$ cat src/rtl/xadac_vrf_pipe_pkg.sv
// Shared types for the xadac vector register file stage.
// The optional operand forwarding is selected by XADAC_VRF_FWD_EN in xadac_vrf_pipe.
package xadac_vrf_pipe_pkg;

    localparam int unsigned NoVs   = 2;
    localparam int unsigned NoRs   = 2;
    localparam int unsigned NoRegs = 32;
    localparam int unsigned XLen   = 32;
    localparam int unsigned VLen   = 64;

    typedef logic [VLen-1:0]            VectorT;
    typedef logic [XLen-1:0]            WordT;
    typedef logic [$clog2(NoRegs)-1:0]  RegIdT;
    typedef logic [4:0]                 RegAddrT;
    typedef logic [3:0]                 IdT;
    typedef logic [31:0]                InstrT;

    typedef struct packed {
        IdT    id;
        InstrT instr;
    } DecReqT;

    typedef struct packed {
        IdT   id;
        logic accept;
        logic vd_write;
    } DecRspT;

    // On the issue side vs_data holds source register ids, on the vector side the operands.
    typedef struct packed {
        IdT                     id;
        InstrT                  instr;
        RegAddrT [NoRs-1:0]     rs_addr;
        WordT    [NoRs-1:0]     rs_data;
        RegIdT   [NoVs-1:0]     vs_addr;
        VectorT  [NoVs-1:0]     vs_data;
    } VrfEntryT;

    typedef struct packed {
        IdT     id;
        WordT   rd;
        logic   rd_write;
        RegIdT  vd_id;
        VectorT vd;
        logic   vd_write;
    } ExeRspT;

endpackage

$ cat src/rtl/xadac_vrf_pipe_if.sv
// Decode/execute handshake bundle between issue side, VRF stage and vector unit.
interface xadac_vrf_pipe_if;
    import xadac_vrf_pipe_pkg::*;

    logic     dec_req_valid;
    logic     dec_req_ready;
    DecReqT   dec_req;
    logic     dec_rsp_valid;
    logic     dec_rsp_ready;
    DecRspT   dec_rsp;
    logic     exe_req_valid;
    logic     exe_req_ready;
    VrfEntryT exe_req;
    logic     exe_rsp_valid;
    logic     exe_rsp_ready;
    ExeRspT   exe_rsp;

    modport mst (
        output dec_req_valid, dec_req, dec_rsp_ready, exe_req_valid, exe_req, exe_rsp_ready,
        input  dec_req_ready, dec_rsp_valid, dec_rsp, exe_req_ready, exe_rsp_valid, exe_rsp
    );

    modport slv (
        input  dec_req_valid, dec_req, dec_rsp_ready, exe_req_valid, exe_req, exe_rsp_ready,
        output dec_req_ready, dec_rsp_valid, dec_rsp, exe_req_ready, exe_rsp_valid, exe_rsp
    );

endinterface

$ cat src/rtl/xadac_vrf_pipe_bank.sv
// Vector register array: NoRd synchronous write-first read ports, one write port.
module xadac_vrf_bank #(
    parameter int unsigned NoRegs = 32,
    parameter int unsigned NoRd   = 2,
    parameter int unsigned VW     = 64,
    parameter int unsigned IdW    = 5
) (
    input  logic                     clk,
    input  logic                     rstn,
    input  logic                     i_we,
    input  logic [IdW-1:0]           i_waddr,
    input  logic [VW-1:0]            i_wdata,
    input  logic                     i_re,
    input  logic [NoRd-1:0][VW-1:0]  i_raddr,
    output logic [NoRd-1:0][VW-1:0]  o_rdata
);

    logic [VW-1:0]           r_mem [NoRegs];
    logic [NoRd-1:0][VW-1:0] r_rdata;
    logic                    w_wvalid;

    assign w_wvalid = i_we && (32'(i_waddr) < NoRegs);
    assign o_rdata  = r_rdata;

    always_ff @(posedge clk or negedge rstn) begin
        if (!rstn) begin
            for (int unsigned i = 0; i < NoRegs; i++) r_mem[i] <= '0;
            r_rdata <= '0;
        end else begin
            if (w_wvalid) r_mem[i_waddr] <= i_wdata;
            if (i_re) begin
                // Full-width id compare so aliased upper bits never hit a real register.
                for (int unsigned l = 0; l < NoRd; l++) begin
                    if (i_raddr[l] >= VW'(NoRegs))
                        r_rdata[l] <= '0;
                    else if (w_wvalid && (i_waddr == i_raddr[l][IdW-1:0]))
                        r_rdata[l] <= i_wdata;
                    else
                        r_rdata[l] <= r_mem[i_raddr[l][IdW-1:0]];
                end
            end
        end
    end

endmodule

$ cat src/rtl/xadac_vrf_pipe.sv
// VRF stage: resolves source ids to operands, buffers issued requests, writes back results.
// Define XADAC_VRF_FWD_EN to patch buffered operands with later writes.
module xadac_vrf_pipe #(
    parameter int unsigned NoVs   = xadac_vrf_pipe_pkg::NoVs,
    parameter int unsigned NoRegs = xadac_vrf_pipe_pkg::NoRegs,
    parameter int unsigned Depth  = 2
) (
    input logic           clk,
    input logic           rstn,
    xadac_vrf_pipe_if.slv slv,
    xadac_vrf_pipe_if.mst mst
);
    import xadac_vrf_pipe_pkg::*;

    localparam int unsigned IdW  = (NoRegs > 1) ? $clog2(NoRegs) : 1;
    localparam int unsigned PtrW = (Depth > 1) ? $clog2(Depth) : 1;
    localparam int unsigned CntW = $clog2(Depth + 1);

    assign mst.dec_req_valid = slv.dec_req_valid;
    assign mst.dec_req       = slv.dec_req;
    assign slv.dec_req_ready = mst.dec_req_ready;
    assign slv.dec_rsp_valid = mst.dec_rsp_valid;
    assign slv.dec_rsp       = mst.dec_rsp;
    assign mst.dec_rsp_ready = slv.dec_rsp_ready;
    assign slv.exe_rsp_valid = mst.exe_rsp_valid;
    assign slv.exe_rsp       = mst.exe_rsp;
    assign mst.exe_rsp_ready = slv.exe_rsp_ready;

    logic                    w_accept, w_fifo_empty, w_pop, w_s1_take, w_push;
    logic                    w_wr_ok;
    logic [IdW-1:0]          w_wid;
    VectorT [NoVs-1:0]       w_bank_rdata, w_s1_vs;
    VrfEntryT                w_s1_req;

    logic                    r_s1_valid;
    IdT                      r_s1_id;
    InstrT                   r_s1_instr;
    RegAddrT [NoRs-1:0]      r_s1_rs_addr;
    WordT    [NoRs-1:0]      r_s1_rs_data;
    RegIdT   [NoVs-1:0]      r_s1_vs_addr;

    VrfEntryT                r_fifo [Depth];
    logic [PtrW-1:0]         r_wr_ptr, r_rd_ptr;
    logic [CntW-1:0]         r_cnt;

    assign w_accept          = slv.exe_req_valid && slv.exe_req_ready;
    assign slv.exe_req_ready = (32'(r_cnt) + 32'(r_s1_valid)) < Depth;
    assign w_fifo_empty      = (r_cnt == '0);
    assign w_pop             = !w_fifo_empty && mst.exe_req_ready;
    assign w_s1_take         = r_s1_valid && w_fifo_empty && mst.exe_req_ready;
    assign w_push            = r_s1_valid && !w_s1_take;

    assign w_wid   = IdW'(mst.exe_rsp.vd_id);
    assign w_wr_ok = mst.exe_rsp_valid && mst.exe_rsp_ready && mst.exe_rsp.vd_write
                     && (32'(mst.exe_rsp.vd_id) < NoRegs);

    xadac_vrf_bank #(
        .NoRegs (NoRegs),
        .NoRd   (NoVs),
        .VW     (VLen),
        .IdW    (IdW)
    ) u_bank (
        .clk     (clk),
        .rstn    (rstn),
        .i_we    (w_wr_ok),
        .i_waddr (w_wid),
        .i_wdata (mst.exe_rsp.vd),
        .i_re    (w_accept),
        .i_raddr (slv.exe_req.vs_data),
        .o_rdata (w_bank_rdata)
    );

`ifdef XADAC_VRF_FWD_EN
    logic [NoVs-1:0][IdW-1:0] w_rid;
    logic [NoVs-1:0]          w_rid_ok;
    logic [NoVs-1:0][IdW-1:0] r_s1_vid;
    logic [NoVs-1:0]          r_s1_vok;
    logic [NoVs-1:0][IdW-1:0] r_fifo_vid [Depth];
    logic [NoVs-1:0]          r_fifo_vok [Depth];

    always_comb begin
        w_rid    = '0;
        w_rid_ok = '0;
        for (int unsigned l = 0; l < NoVs; l++) begin
            w_rid[l]    = IdW'(slv.exe_req.vs_data[l]);
            w_rid_ok[l] = slv.exe_req.vs_data[l] < VectorT'(NoRegs);
        end
    end

    always_ff @(posedge clk or negedge rstn) begin
        if (!rstn) begin
            r_s1_vid <= '0;
            r_s1_vok <= '0;
        end else if (w_accept) begin
            r_s1_vid <= w_rid;
            r_s1_vok <= w_rid_ok;
        end
    end
`endif

    // Array data is only valid the cycle after the read; a write landing then is patched in here.
    always_comb begin
        w_s1_vs = w_bank_rdata;
`ifdef XADAC_VRF_FWD_EN
        for (int unsigned l = 0; l < NoVs; l++) begin
            if (w_wr_ok && r_s1_vok[l] && (r_s1_vid[l] == w_wid)) w_s1_vs[l] = mst.exe_rsp.vd;
        end
`endif
    end

    always_comb begin
        w_s1_req         = '0;
        w_s1_req.id      = r_s1_id;
        w_s1_req.instr   = r_s1_instr;
        w_s1_req.rs_addr = r_s1_rs_addr;
        w_s1_req.rs_data = r_s1_rs_data;
        w_s1_req.vs_addr = r_s1_vs_addr;
        w_s1_req.vs_data = w_s1_vs;
    end

    assign mst.exe_req_valid = r_s1_valid || !w_fifo_empty;
    assign mst.exe_req       = w_fifo_empty ? w_s1_req : r_fifo[r_rd_ptr];

    always_ff @(posedge clk or negedge rstn) begin
        if (!rstn) begin
            r_s1_valid   <= '0;
            r_s1_id      <= '0;
            r_s1_instr   <= '0;
            r_s1_rs_addr <= '0;
            r_s1_rs_data <= '0;
            r_s1_vs_addr <= '0;
        end else begin
            r_s1_valid <= w_accept;
            if (w_accept) begin
                r_s1_id      <= slv.exe_req.id;
                r_s1_instr   <= slv.exe_req.instr;
                r_s1_rs_addr <= slv.exe_req.rs_addr;
                r_s1_rs_data <= slv.exe_req.rs_data;
                r_s1_vs_addr <= slv.exe_req.vs_addr;
            end
        end
    end

    always_ff @(posedge clk or negedge rstn) begin
        if (!rstn) begin
            for (int unsigned e = 0; e < Depth; e++) r_fifo[e] <= '0;
`ifdef XADAC_VRF_FWD_EN
            for (int unsigned e = 0; e < Depth; e++) begin
                r_fifo_vid[e] <= '0;
                r_fifo_vok[e] <= '0;
            end
`endif
            r_wr_ptr <= '0;
            r_rd_ptr <= '0;
            r_cnt    <= '0;
        end else begin
`ifdef XADAC_VRF_FWD_EN
            // Patch first; a same-cycle push targets a free slot and overrides below.
            for (int unsigned e = 0; e < Depth; e++) begin
                for (int unsigned l = 0; l < NoVs; l++) begin
                    if (w_wr_ok && r_fifo_vok[e][l] && (r_fifo_vid[e][l] == w_wid))
                        r_fifo[e].vs_data[l] <= mst.exe_rsp.vd;
                end
            end
            if (w_push) begin
                r_fifo_vid[r_wr_ptr] <= r_s1_vid;
                r_fifo_vok[r_wr_ptr] <= r_s1_vok;
            end
`endif
            if (w_push) begin
                r_fifo[r_wr_ptr] <= w_s1_req;
                r_wr_ptr <= (r_wr_ptr == PtrW'(Depth - 1)) ? '0 : r_wr_ptr + PtrW'(1);
            end
            if (w_pop) begin
                r_rd_ptr <= (r_rd_ptr == PtrW'(Depth - 1)) ? '0 : r_rd_ptr + PtrW'(1);
            end
            case ({w_push, w_pop})
                2'b10:   r_cnt <= r_cnt + CntW'(1);
                2'b01:   r_cnt <= r_cnt - CntW'(1);
                default: r_cnt <= r_cnt;
            endcase
        end
    end

endmodule

$ cat src/flat_wrapper.sv
// flat-port wrapper written by rule: the top's interface ports become plain ports
module xadac_vrf_pipe_flat import xadac_vrf_pipe_pkg::*;
#(
    parameter int unsigned NoVs   = xadac_vrf_pipe_pkg::NoVs,
    parameter int unsigned NoRegs = xadac_vrf_pipe_pkg::NoRegs,
    parameter int unsigned Depth  = 2
)
  (clk, rstn, slv_dec_req_valid, slv_dec_req, slv_dec_rsp_ready, slv_exe_req_valid, slv_exe_req, slv_exe_rsp_ready, slv_dec_req_ready, slv_dec_rsp_valid, slv_dec_rsp, slv_exe_req_ready, slv_exe_rsp_valid, slv_exe_rsp, mst_dec_req_valid, mst_dec_req, mst_dec_rsp_ready, mst_exe_req_valid, mst_exe_req, mst_exe_rsp_ready, mst_dec_req_ready, mst_dec_rsp_valid, mst_dec_rsp, mst_exe_req_ready, mst_exe_rsp_valid, mst_exe_rsp);
  xadac_vrf_pipe_if slv_i ();
  xadac_vrf_pipe_if mst_i ();
  input logic clk;
  input logic rstn;
  input wire logic [$bits(slv_i.dec_req_valid)-1:0] slv_dec_req_valid;
  input wire logic [$bits(slv_i.dec_req)-1:0] slv_dec_req;
  input wire logic [$bits(slv_i.dec_rsp_ready)-1:0] slv_dec_rsp_ready;
  input wire logic [$bits(slv_i.exe_req_valid)-1:0] slv_exe_req_valid;
  input wire logic [$bits(slv_i.exe_req)-1:0] slv_exe_req;
  input wire logic [$bits(slv_i.exe_rsp_ready)-1:0] slv_exe_rsp_ready;
  output wire logic [$bits(slv_i.dec_req_ready)-1:0] slv_dec_req_ready;
  output wire logic [$bits(slv_i.dec_rsp_valid)-1:0] slv_dec_rsp_valid;
  output wire logic [$bits(slv_i.dec_rsp)-1:0] slv_dec_rsp;
  output wire logic [$bits(slv_i.exe_req_ready)-1:0] slv_exe_req_ready;
  output wire logic [$bits(slv_i.exe_rsp_valid)-1:0] slv_exe_rsp_valid;
  output wire logic [$bits(slv_i.exe_rsp)-1:0] slv_exe_rsp;
  output wire logic [$bits(mst_i.dec_req_valid)-1:0] mst_dec_req_valid;
  output wire logic [$bits(mst_i.dec_req)-1:0] mst_dec_req;
  output wire logic [$bits(mst_i.dec_rsp_ready)-1:0] mst_dec_rsp_ready;
  output wire logic [$bits(mst_i.exe_req_valid)-1:0] mst_exe_req_valid;
  output wire logic [$bits(mst_i.exe_req)-1:0] mst_exe_req;
  output wire logic [$bits(mst_i.exe_rsp_ready)-1:0] mst_exe_rsp_ready;
  input wire logic [$bits(mst_i.dec_req_ready)-1:0] mst_dec_req_ready;
  input wire logic [$bits(mst_i.dec_rsp_valid)-1:0] mst_dec_rsp_valid;
  input wire logic [$bits(mst_i.dec_rsp)-1:0] mst_dec_rsp;
  input wire logic [$bits(mst_i.exe_req_ready)-1:0] mst_exe_req_ready;
  input wire logic [$bits(mst_i.exe_rsp_valid)-1:0] mst_exe_rsp_valid;
  input wire logic [$bits(mst_i.exe_rsp)-1:0] mst_exe_rsp;
  assign slv_i.dec_req_valid = slv_dec_req_valid;
  assign slv_i.dec_req = slv_dec_req;
  assign slv_i.dec_rsp_ready = slv_dec_rsp_ready;
  assign slv_i.exe_req_valid = slv_exe_req_valid;
  assign slv_i.exe_req = slv_exe_req;
  assign slv_i.exe_rsp_ready = slv_exe_rsp_ready;
  assign slv_dec_req_ready = slv_i.dec_req_ready;
  assign slv_dec_rsp_valid = slv_i.dec_rsp_valid;
  assign slv_dec_rsp = slv_i.dec_rsp;
  assign slv_exe_req_ready = slv_i.exe_req_ready;
  assign slv_exe_rsp_valid = slv_i.exe_rsp_valid;
  assign slv_exe_rsp = slv_i.exe_rsp;
  assign mst_dec_req_valid = mst_i.dec_req_valid;
  assign mst_dec_req = mst_i.dec_req;
  assign mst_dec_rsp_ready = mst_i.dec_rsp_ready;
  assign mst_exe_req_valid = mst_i.exe_req_valid;
  assign mst_exe_req = mst_i.exe_req;
  assign mst_exe_rsp_ready = mst_i.exe_rsp_ready;
  assign mst_i.dec_req_ready = mst_dec_req_ready;
  assign mst_i.dec_rsp_valid = mst_dec_rsp_valid;
  assign mst_i.dec_rsp = mst_dec_rsp;
  assign mst_i.exe_req_ready = mst_exe_req_ready;
  assign mst_i.exe_rsp_valid = mst_exe_rsp_valid;
  assign mst_i.exe_rsp = mst_exe_rsp;
  xadac_vrf_pipe #(.NoVs(NoVs), .NoRegs(NoRegs), .Depth(Depth)) u_core (.clk(clk), .rstn(rstn), .slv(slv_i), .mst(mst_i));
endmodule
$ cat config.mk
export PLATFORM = sky130hd
export DESIGN_NAME = xadac_vrf_pipe_flat
export DESIGN_NICKNAME = d
export VERILOG_FILES = /design/src/rtl/xadac_vrf_pipe_pkg.sv /design/src/rtl/xadac_vrf_pipe_if.sv /design/src/rtl/xadac_vrf_pipe_bank.sv /design/src/rtl/xadac_vrf_pipe.sv /design/src/flat_wrapper.sv
export SDC_FILE = /design/constraint.sdc
export NUM_CORES = 2
export LEC_CHECK = 0
export ABC_CLOCK_PERIOD_IN_PS = 6100
export CELL_PAD_IN_SITES_DETAIL_PLACEMENT = 2
export CELL_PAD_IN_SITES_GLOBAL_PLACEMENT = 2
export CORE_ASPECT_RATIO = 0.6
export CORE_MARGIN = 4
export CORE_UTILIZATION = 35
export CTS_CLUSTER_SIZE = 16
export DETAILED_ROUTE_END_ITERATION = 10
export PLACE_DENSITY_LB_ADDON = 0.15
export SLEW_MARGIN = 20
export SYNTH_ARGS = -nofsm -noshare
export SYNTH_HDL_FRONTEND = slang
export SYNTH_SLANG_ARGS = --single-unit
$ cat constraint.sdc
create_clock -name clk -period 6.1 [get_ports clk]
set_input_delay 0.915 -clock clk [delete_from_list [all_inputs] [get_ports clk]]
set_output_delay 0.915 -clock clk [all_outputs]
set_load 0.05 [all_outputs]
==> flow_summary.yaml <==
outcome:
  outcome: "finished clean"
route:
  drt_first_iter_violations: 10221
  wl_met2_mm: 285.5
  drt-met1-wl_mm: 284.8
  met3_length_mm: 51.98
  via_per_inst: 6.243
  wl_per_cell_um: 40.04
  antenna_left: 0
  maxUsedRoutingLayer: "met5"
  drc: 0
  first_pass_iters: 5
  totalWireLength_mm: 646.0
  vias: 100722
clocking:
  h-tree-depth: 5
  clock_sinks: 2797
  cts_setup_buffers: 0
  clk_path_buf_depth: 4
  cts_root_buf: "clkbuf_16"
  cts_tree: "done"
  postCtsHoldBufs: 0
  worstSkewPairLatency_ps: 940
  cts_buffers: 296
  post_cts_resized: 0
  clk_pin_slew_ps: 60
logic_synthesis:
  ys.warnings.count: 0
  async_flop_share: 1.000
  synth_ff_type: "dfrtp_1"
  syn-instance-count: 10256
  synth_area_leaders: "dfrtp_1 49%, mux2_2 20%, mux4_2 14%"
  synth_common_cells: "2,797 x dfrtp_1, 2,597 x mux2_2, 919 x mux4_2, 787 x nand2_1, 580 x clkbuf_1"
  ys_ff_latch: 2797
  yosysSeqAreaShare: 0.4891
  netlist_area_sq_mm: 0.1431
  netlist.area_leader.share: 0.4891
  ys_types: 69
  synth-edff-count: 0
  yosys.area.top_type: "dfrtp_1"
  syn_nets: 10664
  yosysMostFrequentCell: "dfrtp_1"
  syn_avg_cell_area_sq_um: 13.95
floorplanning:
  coreArea_sq_mm: 0.4063
  die_x_um: 833.5
  io-pin-count: 812
  dieArea_sq_mm: 0.4195
  initial_utilization: 0.3522
  rows: 181
  die_h_um: 503.3
global_route:
  grt_usage: 0.3022
  first_global_vias: 107739
  grt_pass1_wl_mm: 900.7
  grt_max_degree: 168
  antenna_found_initial: 70
  grt_overflow: 0
power_and_ir_drop:
  p_comb_frac: 0.257
  switchingPower_uw: 18870
  power_leakage_uw: 0.07489
  p_seq_frac: 0.402
  internal-power_uw: 37510
  p_sw_frac: 0.3347
  p_per_area_mw_per_mm2: 339.6
  max-vdd-ir-drop_mv: 0.2760
  power_frac_clock: 0.341
cells_and_area:
  seq_area_sq_mm: 0.07000
  layout-drive-gt1-share: 0.4248
  area_delta_synth_final_pct: 15.98
  stdcell_count: 16133
  nets: 10897
  multiInputGateArea_sq_mm: 0.06816
  nFillCells: 39284
critical_path:
  critPathSlowestCell: "clkdlybuf4s50_1"
  r2r-end: "u_core.r_fifo[273]"
  critPathKind: "flip-flop to primary output"
  cp-end-kind: "primary output"
  critPathArrivalTime_ps: 4070
  worst-path-buf-inv: 2
  crit_chain: "nor2_4 > buf_4 > nand2_1 > o21ai_0 > clkdlybuf4s50_1"
  r2r_cells: 8
  slowest_delay_ps: 970
  critPathLaunchType: "flip-flop"
  path_delay_family: "buffers and inverters"
  ff2ff_setup_slack_ps: 2530
  cp_max_fo: 58
  r2r-start: "u_core.r_cnt[0]"
  cp.required_ps: 5180
timing:
  rsz0062_at_grt: "false"
  final.setup.tns_ps: 0
  fin_skew_ps: 58.33
  relSlewSlack: 0.2030
  fmax_ghz: 0.2008
  fin_crit_sh: 0.8165
  tightestPinTransition_ps: 1195
  slew_viol_final: 0
  final.min_clock_period_ps: 4981
  setup_violations: 0
  finalHoldViolations: 0
placed_design:
  dp_cells: 15589
  routabilityCongestion: 0.8788
  place_hpwl_mm: 417.7
  port_buffers: 645
run:
  cap_violations: 0
worst_hold_path:
  min_path_type: "primary input to async pin"
-- per-stage QoR --
stage	total power (uW)	hold slack [ps]	setup slack, ps	area (sq um)	utilization
final	56370	67.61	1119	166000	0.4085
after global routing	58720	43.03	980.9	165900	0.4084
after CTS	56810	37.89	1072	165900	0.4083
after detailed placement	37470	494.9	1319	156000	0.3840
after global placement	36840	479.8	793.5	155900	0.3837
after floorplan	31690	460.8	2532	143100	-
-- per-layer routing --
layer,vias up,track usage
met3,993,0.07033
met1,56526,0.4319
met5,-,0
li1,39038,-
met4,30,0.09702
met2,4135,0.4546
-- power by group through the flow --
stage	Combinational (uW)	Clock, uW	Sequential [uW]
floorplan	9520	0	22200
global placement	14200	0	22600
detailed placement	14500	0	22900
CTS	14600	19600	22600
global route	15300	20500	22900
finish	14500	19200	22700
-- registers in the layout, summed over array words and instances, names as in the netlist --
signal                 count
u_core.r_cnt               2
u_core.r_s1_valid          1
u_core.r_s1_rs_addr       10
u_core.r_s1_id             4
u_core.r_rd_ptr            1
u_core.r_fifo            496
u_core.r_wr_ptr            1
u_core.r_s1_vs_addr       10
u_core.u_bank.r_mem     2048
u_core.r_s1_instr         32
u_core.u_bank.o_rdata    128
u_core.r_s1_rs_data       64
-- kinds of logic after synthesis --
logic type               synth area share
AO/OA/AOI/OAI                     0.04673
buffers and inverters             0.03863
AND/OR/NAND/NOR                   0.04001
adder cells (fa/ha/maj)        0.00008742
XOR/XNOR                        0.0009792
multiplexers                       0.3845
flip-flops                         0.4891
-- worst max path at each step --
stage / from / end / slack, ps / depth (start not counted)
global placement: slv_exe_req[121] / u_core.u_bank.o_rdata[73] / 790 / 7
detailed placement: slv_exe_req[64] / u_core.u_bank.o_rdata[106] / 1320 / 9
global route: u_core.r_cnt[0] / mst_exe_req[77] / 980 / 5
CTS: u_core.r_rd_ptr / mst_exe_req[120] / 1070 / 4
finish: u_core.r_cnt[0] / mst_exe_req[77] / 1120 / 5
floorplan: u_core.r_rd_ptr / mst_exe_req[59] / 2530 / 5
-- cells in the final DEF (no fill, tap or decap), types with 47 or more instances in the layout --
| cell | Yosys | routed |
|---|---|---|
| clkbuf_16 | 0 | 312 |
| clkbuf_1 | 580 | 58 |
| mux2i_1 | 501 | 497 |
| nor2_1 | 73 | 51 |
| nand2_1 | 787 | 769 |
| buf_12 | 0 | 99 |
| dfrtp_1 | 2797 | 2796 |
| mux4_2 | 919 | 919 |
| o22ai_1 | 207 | 207 |
| mux2_2 | 2597 | 2597 |
| clkdlybuf4s50_1 | 0 | 630 |
| buf_4 | 187 | 335 |
| clkbuf_8 | 0 | 63 |
| and2_1 | 47 | 47 |
| nor4_1 | 81 | 77 |
| o21ai_0 | 329 | 329 |
| a22oi_1 | 128 | 128 |
-- cell type report --
type,instances,share of cell area
clock inverters,81,0.005902
clock buffers,433,0.05357
inverters,13,0.0003091
multi-input cells,6298,0.4107
flip-flops and latches,2797,0.4217
well taps,5398,0.04069
repair buffers,1083,0.06670
diodes,30,0.0004523
(Power assumes the default switching activity.)
